$ cat src/rtl/multi_rate_serial_channel.sv
// Multi-rate serializer: emits a programmable bit pattern where every bit picks one of RATE_NUM periods.
// One-shot / continuous / repeat-N modes, graceful stop, double-buffered config applied at pattern boundaries.
module multi_rate_serial_channel #(
    parameter int DATA_BIT     = 64,
    parameter int LEN_BIT      = 6,
    parameter int RATE_NUM     = 4,
    parameter int RATE_SEL_BIT = 2,
    parameter int PERIOD_BIT   = 8,
    parameter int REPEAT_BIT   = 8
) (
    input  logic                             clk_i,
    input  logic                             rst_i,
    input  logic                             cfg_we_i,
    input  logic [DATA_BIT-1:0]              cfg_data_i,
    input  logic [DATA_BIT*RATE_SEL_BIT-1:0] cfg_rate_i,
    input  logic [LEN_BIT-1:0]               cfg_len_i,
    input  logic [1:0]                       cfg_mode_i,
    input  logic                             cfg_idle_i,
    input  logic [REPEAT_BIT-1:0]            cfg_repeat_i,
    input  logic [RATE_NUM*PERIOD_BIT-1:0]   period_i,
    input  logic                             start_i,
    input  logic                             stop_i,
    output logic                             serial_o,
    output logic                             busy_o,
    output logic                             bit_tick_o,
    output logic                             done_tick_o,
    output logic                             cfg_pending_o
);

    localparam logic [1:0] MODE_CONT = 2'b01;
    localparam logic [1:0] MODE_REP  = 2'b10;

    typedef enum logic [0:0] {ST_IDLE, ST_RUN} state_t;

    state_t r_state, w_state_nxt;

    // Shadow (written by the decoder) and active (driving the output) configuration
    logic [DATA_BIT-1:0]              r_sh_data,   r_act_data;
    logic [DATA_BIT*RATE_SEL_BIT-1:0] r_sh_rate,   r_act_rate;
    logic [LEN_BIT-1:0]               r_sh_len,    r_act_len;
    logic [1:0]                       r_sh_mode,   r_act_mode;
    logic                             r_sh_idle,   r_act_idle;
    logic [REPEAT_BIT-1:0]            r_sh_repeat, r_act_repeat;
    logic                             r_pending;

    logic [LEN_BIT-1:0]    r_bit_idx;
    logic [REPEAT_BIT-1:0] r_rep_cnt;
    logic [PERIOD_BIT-1:0] r_cnt;
    logic [PERIOD_BIT-1:0] r_period;
    logic                  r_stop;
    logic                  r_serial;
    logic                  r_done;

    logic                             w_start, w_bit_end, w_pat_end, w_finish, w_wrap, w_copy;
    logic [REPEAT_BIT-1:0]            w_rep_max;
    logic [LEN_BIT-1:0]               w_len_clamped;
    logic [LEN_BIT-1:0]               w_nxt_idx;
    logic [DATA_BIT-1:0]              w_nxt_data;
    logic [DATA_BIT*RATE_SEL_BIT-1:0] w_nxt_rate;
    logic [PERIOD_BIT-1:0]            w_nxt_period;

    function automatic logic [PERIOD_BIT-1:0] f_period(
        input logic [DATA_BIT*RATE_SEL_BIT-1:0] rate,
        input logic [LEN_BIT-1:0]               idx,
        input logic [RATE_NUM*PERIOD_BIT-1:0]   tab
    );
        logic [RATE_SEL_BIT-1:0] sel;
        logic [PERIOD_BIT-1:0]   p;
        sel = rate[idx*RATE_SEL_BIT +: RATE_SEL_BIT];
        p   = tab[sel*PERIOD_BIT +: PERIOD_BIT];
        return (p == '0) ? PERIOD_BIT'(1) : p;
    endfunction

    assign w_rep_max     = (r_act_repeat == '0) ? REPEAT_BIT'(1) : r_act_repeat;
    assign w_len_clamped = (int'(cfg_len_i) >= DATA_BIT) ? LEN_BIT'(DATA_BIT - 1) : cfg_len_i;

    always_comb begin
        // NOTE: every output of this block gets a default first, so no path can infer a latch.
        w_state_nxt = r_state;
        w_start     = 1'b0;
        w_bit_end   = 1'b0;
        w_pat_end   = 1'b0;
        w_finish    = 1'b0;
        w_wrap      = 1'b0;
        case (r_state)
            ST_IDLE: begin
                if (start_i && !stop_i) begin
                    w_start     = 1'b1;
                    w_state_nxt = ST_RUN;
                end
            end
            ST_RUN: begin
                w_bit_end = (r_cnt == r_period - 1'b1);
                w_pat_end = w_bit_end && (r_bit_idx == r_act_len);
                if (w_pat_end) begin
                    w_finish = r_stop || stop_i
                            || ((r_act_mode != MODE_CONT) && (r_act_mode != MODE_REP))
                            || ((r_act_mode == MODE_REP) && (r_rep_cnt >= w_rep_max));
                    if (w_finish) w_state_nxt = ST_IDLE;
                    else          w_wrap      = 1'b1;
                end
            end
            default: w_state_nxt = ST_IDLE;
        endcase
    end

    // Shadow always equals active unless pending, so copying unconditionally is equivalent.
    assign w_copy       = w_start || w_wrap;
    assign w_nxt_idx    = w_copy ? '0 : r_bit_idx + 1'b1;
    assign w_nxt_data   = w_copy ? r_sh_data : r_act_data;
    assign w_nxt_rate   = w_copy ? r_sh_rate : r_act_rate;
    assign w_nxt_period = f_period(w_nxt_rate, w_nxt_idx, period_i);

    always_ff @(posedge clk_i) begin
        if (rst_i) r_state <= ST_IDLE;
        else       r_state <= w_state_nxt;
    end

    always_ff @(posedge clk_i) begin
        if (rst_i) begin
            r_sh_data   <= '0;
            r_sh_rate   <= '0;
            r_sh_len    <= '0;
            r_sh_mode   <= '0;
            r_sh_idle   <= 1'b0;
            r_sh_repeat <= '0;
            r_pending   <= 1'b0;
        end else if (cfg_we_i) begin
            r_sh_data   <= cfg_data_i;
            r_sh_rate   <= cfg_rate_i;
            r_sh_len    <= w_len_clamped;
            r_sh_mode   <= cfg_mode_i;
            r_sh_idle   <= cfg_idle_i;
            r_sh_repeat <= cfg_repeat_i;
            r_pending   <= 1'b1;
        end else if (w_copy) begin
            r_pending   <= 1'b0;
        end
    end

    always_ff @(posedge clk_i) begin
        if (rst_i) begin
            r_act_data   <= '0;
            r_act_rate   <= '0;
            r_act_len    <= '0;
            r_act_mode   <= '0;
            r_act_idle   <= 1'b0;
            r_act_repeat <= '0;
            r_bit_idx    <= '0;
            r_rep_cnt    <= '0;
            r_cnt        <= '0;
            r_period     <= PERIOD_BIT'(1);
            r_stop       <= 1'b0;
            r_serial     <= 1'b0;
            r_done       <= 1'b0;
        end else begin
            r_done <= 1'b0;
            if (w_copy) begin
                r_act_data   <= r_sh_data;
                r_act_rate   <= r_sh_rate;
                r_act_len    <= r_sh_len;
                r_act_mode   <= r_sh_mode;
                r_act_idle   <= r_sh_idle;
                r_act_repeat <= r_sh_repeat;
            end
            case (r_state)
                ST_IDLE: begin
                    r_stop   <= 1'b0;
                    r_serial <= r_act_idle;
                    if (w_start) begin
                        r_bit_idx <= '0;
                        r_cnt     <= '0;
                        r_rep_cnt <= REPEAT_BIT'(1);
                        r_period  <= w_nxt_period;
                        r_serial  <= w_nxt_data[w_nxt_idx];
                    end
                end
                ST_RUN: begin
                    if (stop_i) r_stop <= 1'b1;
                    if (!w_bit_end) begin
                        r_cnt <= r_cnt + 1'b1;
                    end else if (w_finish) begin
                        r_serial <= r_act_idle;
                        r_done   <= 1'b1;
                        r_stop   <= 1'b0;
                    end else begin
                        r_cnt     <= '0;
                        r_bit_idx <= w_nxt_idx;
                        r_period  <= w_nxt_period;
                        r_serial  <= w_nxt_data[w_nxt_idx];
                        if (w_wrap && (r_act_mode == MODE_REP)) r_rep_cnt <= r_rep_cnt + 1'b1;
                    end
                end
                default: r_serial <= 1'b0;
            endcase
        end
    end

    assign serial_o      = r_serial;
    assign busy_o        = (r_state == ST_RUN);
    assign bit_tick_o    = w_bit_end;
    assign done_tick_o   = r_done;
    assign cfg_pending_o = r_pending;

endmodule
$ cat config.mk
export PLATFORM = sky130hd
export DESIGN_NAME = multi_rate_serial_channel
export DESIGN_NICKNAME = d
export VERILOG_FILES = /design/src/rtl/multi_rate_serial_channel.sv
export SDC_FILE = /design/constraint.sdc
export NUM_CORES = 1
export LEC_CHECK = 0
export ABC_AREA = 0
export ABC_CLOCK_PERIOD_IN_PS = 6000
export BUFFER_PORTS_ARGS = -buffer_cell sky130_fd_sc_hd__buf_2
export CAP_MARGIN = 5
export CORE_MARGIN = 3
export CORE_UTILIZATION = 50
export DETAILED_ROUTE_END_ITERATION = 10
export PLACE_DENSITY = 0.76
export SKIP_CTS_REPAIR_TIMING = 1
export SLEW_MARGIN = 20
export SYNTH_ARGS = -nofsm -noshare
export SYNTH_HDL_FRONTEND = slang
export SYNTH_SLANG_ARGS = --single-unit
$ cat constraint.sdc
create_clock -name clk_i -period 6 [get_ports clk_i]
set_clock_uncertainty 0.05 [all_clocks]
set_input_delay 0.3 -clock clk_i [delete_from_list [all_inputs] [get_ports clk_i]]
set_output_delay 0.3 -clock clk_i [all_outputs]
set_load 0.01 [all_outputs]
# [Word level (Yosys, flattened, before mapping)]
# Cells that the tools add are included.
[op_classes] n_eq_ne=10 add_sub_neg=4 n_mux=45 n_reduce_logical=17 shift=2 order_cmp=2 n_bitwise=2
[op_table] operator="128-bit two-way mux" count=1
[op_table] operator="128-bit by 8-bit variable part select with 2-bit output" count=1
[op_table] operator="8-bit two-way mux" count=12
[op_table] operator="64-bit two-way mux" count=1
[op_table] operator="8-bit case mux with 2 select lines" count=3
[op_table] operator="32-bit by 6-bit variable part select with 8-bit output" count=1
[op_table] operator="6-bit two-way mux" count=4
[op_table] operator="1-bit two-way mux" count=19
[op_table] operator="8-bit by 1-bit adder with 8-bit output (second input constant)" count=2
[op_table] operator="8-bit logical NOT" count=2
[op_table] operator="6-bit case mux with 2 select lines" count=1
[op_table] operator="8-bit equality test" count=1
[op_table] operator="8-bit greater-or-equal comparator" count=1
[op_table] operator="2-bit != test (second input constant)" count=4
[op_table] operator="8-bit by 1-bit subtractor with 8-bit output (second input constant)" count=1
[op_table] operator="6-bit by 7-bit < comparator with 1-bit output (second input constant)" count=1
[op_table] operator="6-bit by 1-bit adder with 6-bit output (second input constant)" count=1
[op_table] operator="1-bit binary-select mux with 6-bit select" count=1
[op_table] operator="6-bit equality test" count=1
[op_table] operator="1-bit case mux with 2 select lines" count=3
[op_table] operator="1-bit logical AND" count=5
[op_table] operator="1-bit logical OR" count=4
[op_table] operator="2-bit by 1-bit != test with 1-bit output (second input constant)" count=2
[op_table] operator="4-bit AND reduction" count=1
[op_table] operator="8 further kinds" count=9
[totals] out_inout_bits=5 inputBits=246 ff_bits=453 elab_cells=103

# [Longest topological paths before layout]
# Gate-level depths: netlist of the first run.
[logic_depth] ltp_word=17 ltp_mapped=15 mapped_depth_nobuf=14

# [Worst setup path before layout of the first run]
# OpenSTA, ideal clock, no wires.
[synth_path] path_type="flip-flop to flip-flop" startpoint="register r_period[0]" endpoint="register r_period[0]" setup_ns=0.120 path_slack_ns=1.792 path_stages_with_launch=14 arrival_ns=4.038 required_time_ns=5.830 path_cell_list="dfxtp_1 > inv_1 > ha_1 > or3b_1 > or4_4 > a2111oi_4 > o211a_4 > a31oi_1 > a221oi_1 > nor3_2 > o221ai_4 > mux4_2 > mux2_2 > a211o_1"
[synth_between] elab_chain_cells=14
[synth_rtl] element="start: declaration" line="49" text="logic [PERIOD_BIT-1:0] r_period;"
[synth_rtl] element="start signal: assignment" line="174" text="r_period <= w_nxt_period;"
[synth_rtl] element="start signal: assignment" line="189" text="r_period <= w_nxt_period;"
[synth_rtl] element="8-bit by 1-bit subtractor with 8-bit output *" line="93" text="w_bit_end = (r_cnt == r_period - 1'b1);"
[synth_rtl] element="8-bit equality test *" line="93"
[synth_rtl] element="1-bit logical AND" line="94" text="w_pat_end = w_bit_end && (r_bit_idx == r_act_len);"
[synth_rtl] element="1-bit two-way mux" line="95" text="if (w_pat_end) begin"
[synth_rtl] element="1-bit two-way mux" line="85" text="case (r_state)"
[synth_rtl] element="1-bit logical OR" line="108" text="assign w_copy = w_start || w_wrap;"
[synth_rtl] element="128-bit two-way mux or 6-bit two-way mux (tied branches)"
[synth_rtl] element="128-bit by 8-bit variable part select with 2-bit output" line="69" text="sel = rate[idx*RATE_SEL_BIT +: RATE_SEL_BIT];"
[synth_rtl] element="32-bit by 6-bit variable part select with 8-bit output" line="70" text="p = tab[sel*PERIOD_BIT +: PERIOD_BIT];"
[synth_rtl] element="8-bit logical NOT" line="71" text="return (p == '0) ? PERIOD_BIT'(1) : p;"
[synth_rtl] element="8-bit two-way mux" line="71"
[synth_rtl] element="8-bit two-way mux" line="182" text="end else if (w_finish) begin"
[synth_rtl] element="8-bit two-way mux" line="180" text="if (!w_bit_end) begin"
[synth_rtl] element="8-bit case mux with 2 select lines" line="166" text="case (r_state)"
# Every way passes the cells marked *; elsewhere a longest branch is shown, timed or not. The select of a mux whose other input is x is not followed.
# A chain may end at the register's enable or synchronous reset.

# [Worst setup path after layout of the first run]
# Ends and elaborated chain as after synthesis.

==> impl_metrics.tcl, run 1 <==
set metrics [dict create \
    dr_wl_met2_mm 24.9 \
    comb_power_share_pct 10.7 \
    required_ns 6.45 \
    mappedNetlistArea_um2 18600 \
    setup_ws_ns 1.05 \
    clkPwrFrac_pct 41.4 \
    clkTransAtPathRegs_ns 0.06 \
    numPortBuffers 250 \
    wirelength_met1_mm 23.6 \
    drt_iter0_markers 1254 \
    netlist_instances 2054 \
    final_util_pct 65.3 \
    routed_via_density 5.53 \
    rows 69 \
    hp-class "input port to register" \
    cts_tree "yes" \
    worstSetupPathType "register to register" \
    stdcell_count 2915 \
    vias 16107 \
    hold_viol 4 \
    rsz0062_at_grt "false" \
    switching_share_pct 24.1 \
    clockBufferDepth 3 \
    sequentialPowerShare_pct 47.9 \
    syn_avg_cell_area_um2 9.05 \
    setup-tns-final_ns 0 \
    vdd_ir_drop_max_mv 0.253 \
    holdWs_ns -0.0445 \
    power_mw 6.72 \
    insertion_delay_ns 0.57 \
    synth-seq-cells 453 \
    grt_start_max_net_pins 191 \
    syn2layout_area_growth_pct 26.8 \
    power_density_nw_per_um2 285 \
    antenna_found_initial 0 \
    totalWireLength_mm 53.1 \
    slew_headroom_pct 30.2 \
    worst-path-max-fanout 44 \
    dr_wl_met3_mm 3.44 \
    worst_pin_slew_ns 1.05 \
    cts.sink_count 453 \
    io_pins 251 \
    pre_cts_slack_ns 1.13 \
    die_height_um 199 \
    p_switching_mw 1.62 \
    wl_per_cell_um 18.2 \
    syn_nets 2313 \
    cts.htree.levels 2 \
    grt_usage_pct 23.6 \
    dp.cells 2631 \
    clock-root-buffer "clkbuf_16" \
    grt_pass1_wl_mm 75.8 \
    ys_warn_count 0 \
    power.leakage_nw 9.60 \
    gp_congestion 0.864 \
    synth_edf_count 0 \
    crit_path_end_kind "register" \
    cts_buffers 46 \
    ys_seq_area_share_pct 48.8 \
    ant_nets 0 \
    arrival_ns 5.41 \
    async_flop_share_pct 0 \
    top_layer "met4" \
    die_area_um2 39500 \
    cap_violations 0 \
    initial_core_util_pct 51.5 \
    fmax_ghz 0.202 \
    violations "hold timing" \
    fin_nets 2680 \
    synth.distinct_cells 67 \
    p_int_mw 5.10 \
    die_x_um 199 \
    overflow 0 \
    grt_pass1_vias 14504 \
    final_common_cell "dfxtp_1" \
    maxSlewViolCount 0 \
    period_needed_ns 4.95 \
    final_cell_mix "dfxtp_1, nand2_1, nor2_1" \
    core_um2 36100 \
    first_pass_iters 5 \
    setup_viol 0 \
    ys.flop_type "dfxtp_1" \
    finalCritPeriodShare_pct 82.6 \
    drc 0 \
    post_route_cells_drive_above_1_share_pct 16.4 \
    start_kind "register" \
    run_status "finished, violations left" \
    hpwl_mm 32.5 \
]
## critical path, cell delays in order, from the launching register on
cell	delay, ns
dfxtp_1	0.35
inv_1	0.14
ha_1	0.24
or3b_1	0.41
or4_4	0.44
a2111oi_4	0.47
o211a_4	0.31
a21oi_4	0.07
buf_4	0.29
mux2_4	0.36
a211oi_4	0.29
o221ai_4	0.27
mux4_1	0.57
nor4_1	0.44
a211o_1	0.19
## power groups by stage
stage | clock [mW] | combinational, mW | sequential (mW)
2_1_floorplan | 0 | 0.411 | 3.25
3_5_place_dp | 0 | 0.593 | 3.28
6_report | 2.78 | 0.718 | 3.22
3_3_place_gp | 0 | 0.580 | 3.28
5_1_grt | 2.94 | 0.781 | 3.23
4_1_cts | 2.82 | 0.599 | 3.22
## per-layer routing
layer  up-vias  GRT usage, %
met2       578          36.8
li1       7693             -
met4         0          5.93
met5         -             0
met1      7752          34.1
met3        84          4.32
## synthesized netlist by cell type, types with 3 or more instances
master	instances	share of area (%)
mux4_1	5	0.71
mux4_2	37	4.5
or3_1	5	0.17
mux2_2	3	0.18
mux2i_1	236	13
or2_2	7	0.24
inv_1	19	0.38
and2_1	4	0.13
a21oi_1	227	6.1
xnor2_1	14	0.66
o211ai_1	10	0.40
a311oi_1	3	0.14
o22ai_1	8	0.27
o311ai_0	6	0.28
a221oi_1	3	0.14
clkbuf_1	117	2.4
a211o_1	5	0.24
dfxtp_1	453	49
nand4_1	7	0.24
ha_1	13	0.88
a31oi_1	9	0.30
and3_1	5	0.17
nand2b_1	9	0.30
nor2_1	256	5.2
buf_1	33	0.67
nor3b_1	3	0.12
a211oi_1	3	0.12
nor3_1	6	0.16
o2111ai_1	3	0.14
nand3_1	10	0.27
o21ai_0	24	0.65
nor4_1	6	0.20
xor2_1	19	0.90
nand2_1	445	9.0
## flip-flops by register name (all words and copies together), names as in the netlist
| signal | flops |
|---|---|
| r_act_repeat | 8 |
| r_act_data | 64 |
| r_cnt | 8 |
| r_period | 8 |
| r_stop | 1 |
| r_act_mode | 2 |
| r_rep_cnt | 8 |
| r_sh_mode | 2 |
| serial_o | 1 |
| r_sh_data | 64 |
| r_sh_len | 6 |
| r_bit_idx | 6 |
| r_sh_rate | 128 |
| cfg_pending_o | 1 |
| done_tick_o | 1 |
| r_act_idle | 1 |
| r_sh_idle | 1 |
| busy_o | 1 |
| r_sh_repeat | 8 |
| r_act_len | 6 |
| r_act_rate | 128 |
## cell families after synthesis
family,count (synthesis),synth area share (%)
AO/OA/AOI/OAI,327,10.5
XOR/XNOR,33,1.56
adder cells (fa/ha/maj),13,0.875
buffers and inverters,173,3.51
flip-flops,453,48.8
multiplexers,282,18.2
AND/OR/NAND/NOR,773,16.6
## layout make-up
| class | count | area [um2] |
|---|---|---|
| Fill cell | 2803 | 12500 |
| Sequential cell | 453 | 9070 |
| Multi-Input combinational cell | 1428 | 8900 |
| Timing Repair Buffer | 471 | 3480 |
| Clock buffer | 72 | 1350 |
| Tap cell | 461 | 577 |
| Clock inverter | 8 | 97.6 |
| Inverter | 21 | 78.8 |
| Antenna cell | 1 | 2.50 |
## per-stage QoR
| stage | hold WS, ns | instance area, um2 |
|---|---|---|
| 5_1_grt | -0.00325 | 23600 |
| 2_1_floorplan | 0.377 | 18600 |
| 6_report | -0.0445 | 23600 |
| 3_5_place_dp | 0.388 | 20100 |
| 3_3_place_gp | 0.385 | 20100 |
| 4_1_cts | -0.0971 | 21500 |
## final timing paths
kind	start	cells past startpoint	end	slack (ns)
worst max-delay path	r_period[0]$_SDFFE_PP1P_	14	r_period[0]$_SDFFE_PP1P_	1.05
worst min-delay path	cfg_rate_i[56]	3	r_sh_rate[56]$_SDFFE_PP0P_	-0.04
worst max register to register	r_period[0]$_SDFFE_PP1P_	14	r_period[0]$_SDFFE_PP1P_	1.05
worst min register to register	r_act_rate[25]$_SDFF_PP0_	2	r_act_rate[25]$_SDFF_PP0_	0.40
(Power assumes the default switching activity.)
==> inputs of run 2 (changes only) <==
--- a/config.mk
+++ b/config.mk
@@ -6,7 +6,7 @@
 export NUM_CORES = 1
 export LEC_CHECK = 0
 export ABC_AREA = 0
-export ABC_CLOCK_PERIOD_IN_PS = 6000
+export ABC_CLOCK_PERIOD_IN_PS = 5150
 export BUFFER_PORTS_ARGS = -buffer_cell sky130_fd_sc_hd__buf_2
 export CAP_MARGIN = 5
 export CORE_MARGIN = 3
==> constraint.sdc (replaced) <==
create_clock -name clk_i -period 5.15 [get_ports clk_i]
set_clock_uncertainty 0.05 [all_clocks]
set_input_delay 0.2575 -clock clk_i [delete_from_list [all_inputs] [get_ports clk_i]]
set_output_delay 0.2575 -clock clk_i [all_outputs]
set_load 0.01 [all_outputs]
==> impl_metrics.tcl, run 2 (synthesis gave the netlist of run 1 again) <==
set metrics [dict create \
    power_mw 8.00 \
    power_density_nw_per_um2 337 \
    cp_num_buf_inv 1 \
    place_area_um2 20100 \
    first_pass_iters 5 \
    wl_per_cell_um 18.2 \
    critPathTopFamily "compound AO/OA/AOI/OAI gates" \
    drc 0 \
    numPortBuffers 250 \
    grt_start_max_net_pins 167 \
    cts.htree.levels 2 \
    finalCritPeriodShare_pct 90.9 \
    period_needed_ns 4.68 \
    rows 69 \
    arrival_ns 5.08 \
    io_pins 251 \
    worstSetupPathType "register to register" \
    drt_iter0_markers 1204 \
    totalWireLength_mm 53.4 \
    worst-path-max-fanout 8 \
    setup-tns-final_ns 0 \
    maxSlewViolCount 0 \
    initial_core_util_pct 51.5 \
    nFillCells 2822 \
    cts_buffers 46 \
    hp-class "input port to register" \
    die_area_um2 39500 \
    holdPathStages 3 \
    rr_worst_depth 13 \
    cap_violations 0 \
    use_met2_pct 36.9 \
    violations "hold timing" \
    cts_tree "yes" \
    grt_pass1_wl_mm 75.2 \
    grt_pass1_vias 14554 \
    power.leakage_nw 9.70 \
    setup_viol 0 \
    fin_area_um2 23700 \
    syn2layout_area_growth_pct 27.7 \
    ant_nets 0 \
    hpwl_mm 33.2 \
    antenna_cells 0 \
    grt.busiest_layer "met2" \
    insertion_delay_ns 0.56 \
    cts.sink_count 453 \
    antenna_found_initial 0 \
    holdWs_ns -0.0263 \
    slew_headroom_pct 29.2 \
    clock-root-buffer "clkbuf_16" \
    final_common_cell "dfxtp_1" \
    core_um2 36100 \
    largestRegisters "r_act_rate x128, r_sh_rate x128" \
    vias 16016 \
    start_kind "register" \
    max_stage_delay_ns 0.57 \
    overflow 0 \
    routed_via_density 5.47 \
    run_status "finished, violations left" \
    required_ns 5.54 \
    gp_congestion 0.904 \
    clkTransAtPathRegs_ns 0.06 \
    met3_usage_pct 4.07 \
    fin_nets 2694 \
    grt_usage_pct 23.5 \
    fmax_ghz 0.214 \
    crit_cells 13 \
    die_x_um 199 \
    rsz0062_at_grt "false" \
    use_met1_pct 33.4 \
    final_cell_mix "dfxtp_1, nand2_1, nor2_1" \
    path_cells "inv_1 -> ha_1 -> or3b_1 -> or4_4 -> a2111oi_4 -> o211a_4 -> a31oi_1 -> a221oi_1 -> nor3_2 -> o221ai_4 -> mux4_2 -> mux2_2 -> a211o_1" \
    die_height_um 199 \
    cpMaxStageDelayCell "mux4_2" \
    worst_pin_slew_ns 1.06 \
    crit_path_end_kind "register" \
    post_route_cells_drive_above_1_share_pct 17.0 \
    clockBufferDepth 3 \
    vdd_ir_drop_max_mv 0.243 \
    hold_viol 2 \
]
==> run 2: routing by layer <==
layer,vias up,wire [um]
met5,-,0
met1,7634,23000
met2,571,25400
li1,7720,-
met4,0,1390
met3,91,3630
==> run 2: where the power goes <==
part           switching, mW  internal [mW]
Clock                   1.38           2.03
Sequential            0.0988           3.65
Combinational          0.445          0.397
Total                   1.92           6.08
==> run 2: area by class of cell <==
class / instances / area [um2] / share of cell area (%)
Sequential cell: 453 / 9070 / 38.2
Multi-Input combinational cell: 1428 / 8900 / 37.5
Timing Repair Buffer: 485 / 3570 / 15.1
Clock buffer: 59 / 1260 / 5.31
Tap cell: 461 / 577 / 2.43
Clock inverter: 20 / 275 / 1.16
Inverter: 21 / 78.8 / 0.332
==> run 2: path summary, 6_finish.rpt <==
kind,from,endpoint,slack (ns)
worst max register to register,r_period[0]$_SDFFE_PP1P_,r_period[0]$_SDFFE_PP1P_,0.47
worst max-delay path,r_period[0]$_SDFFE_PP1P_,r_period[0]$_SDFFE_PP1P_,0.47
worst min register to register,r_sh_data[32]$_SDFFE_PP0P_,r_act_data[32]$_SDFF_PP0_,0.39
worst min-delay path,cfg_data_i[30],r_sh_data[30]$_SDFFE_PP0P_,-0.03
==> run 2: worst min-delay path: cells and delay by family <==
kind | cells | cell delay [ns]
buffers and inverters | 1 | 0.10
AND/OR/NAND/NOR | 1 | 0.09
multiplexers | 1 | 0.07
==> run 2: per-stage QoR <==
stage,worst slack (ns),hold slack [ns],util [%],std cells
finish,0.468,-0.0263,65.8,2927
global route,0.0960,0.00334,65.8,2927
CTS,0.481,-0.131,60.0,2719
detailed placement,0.496,0.392,55.7,2640
global placement,0.580,0.385,55.7,2640
floorplan,0.942,0.355,-,2054
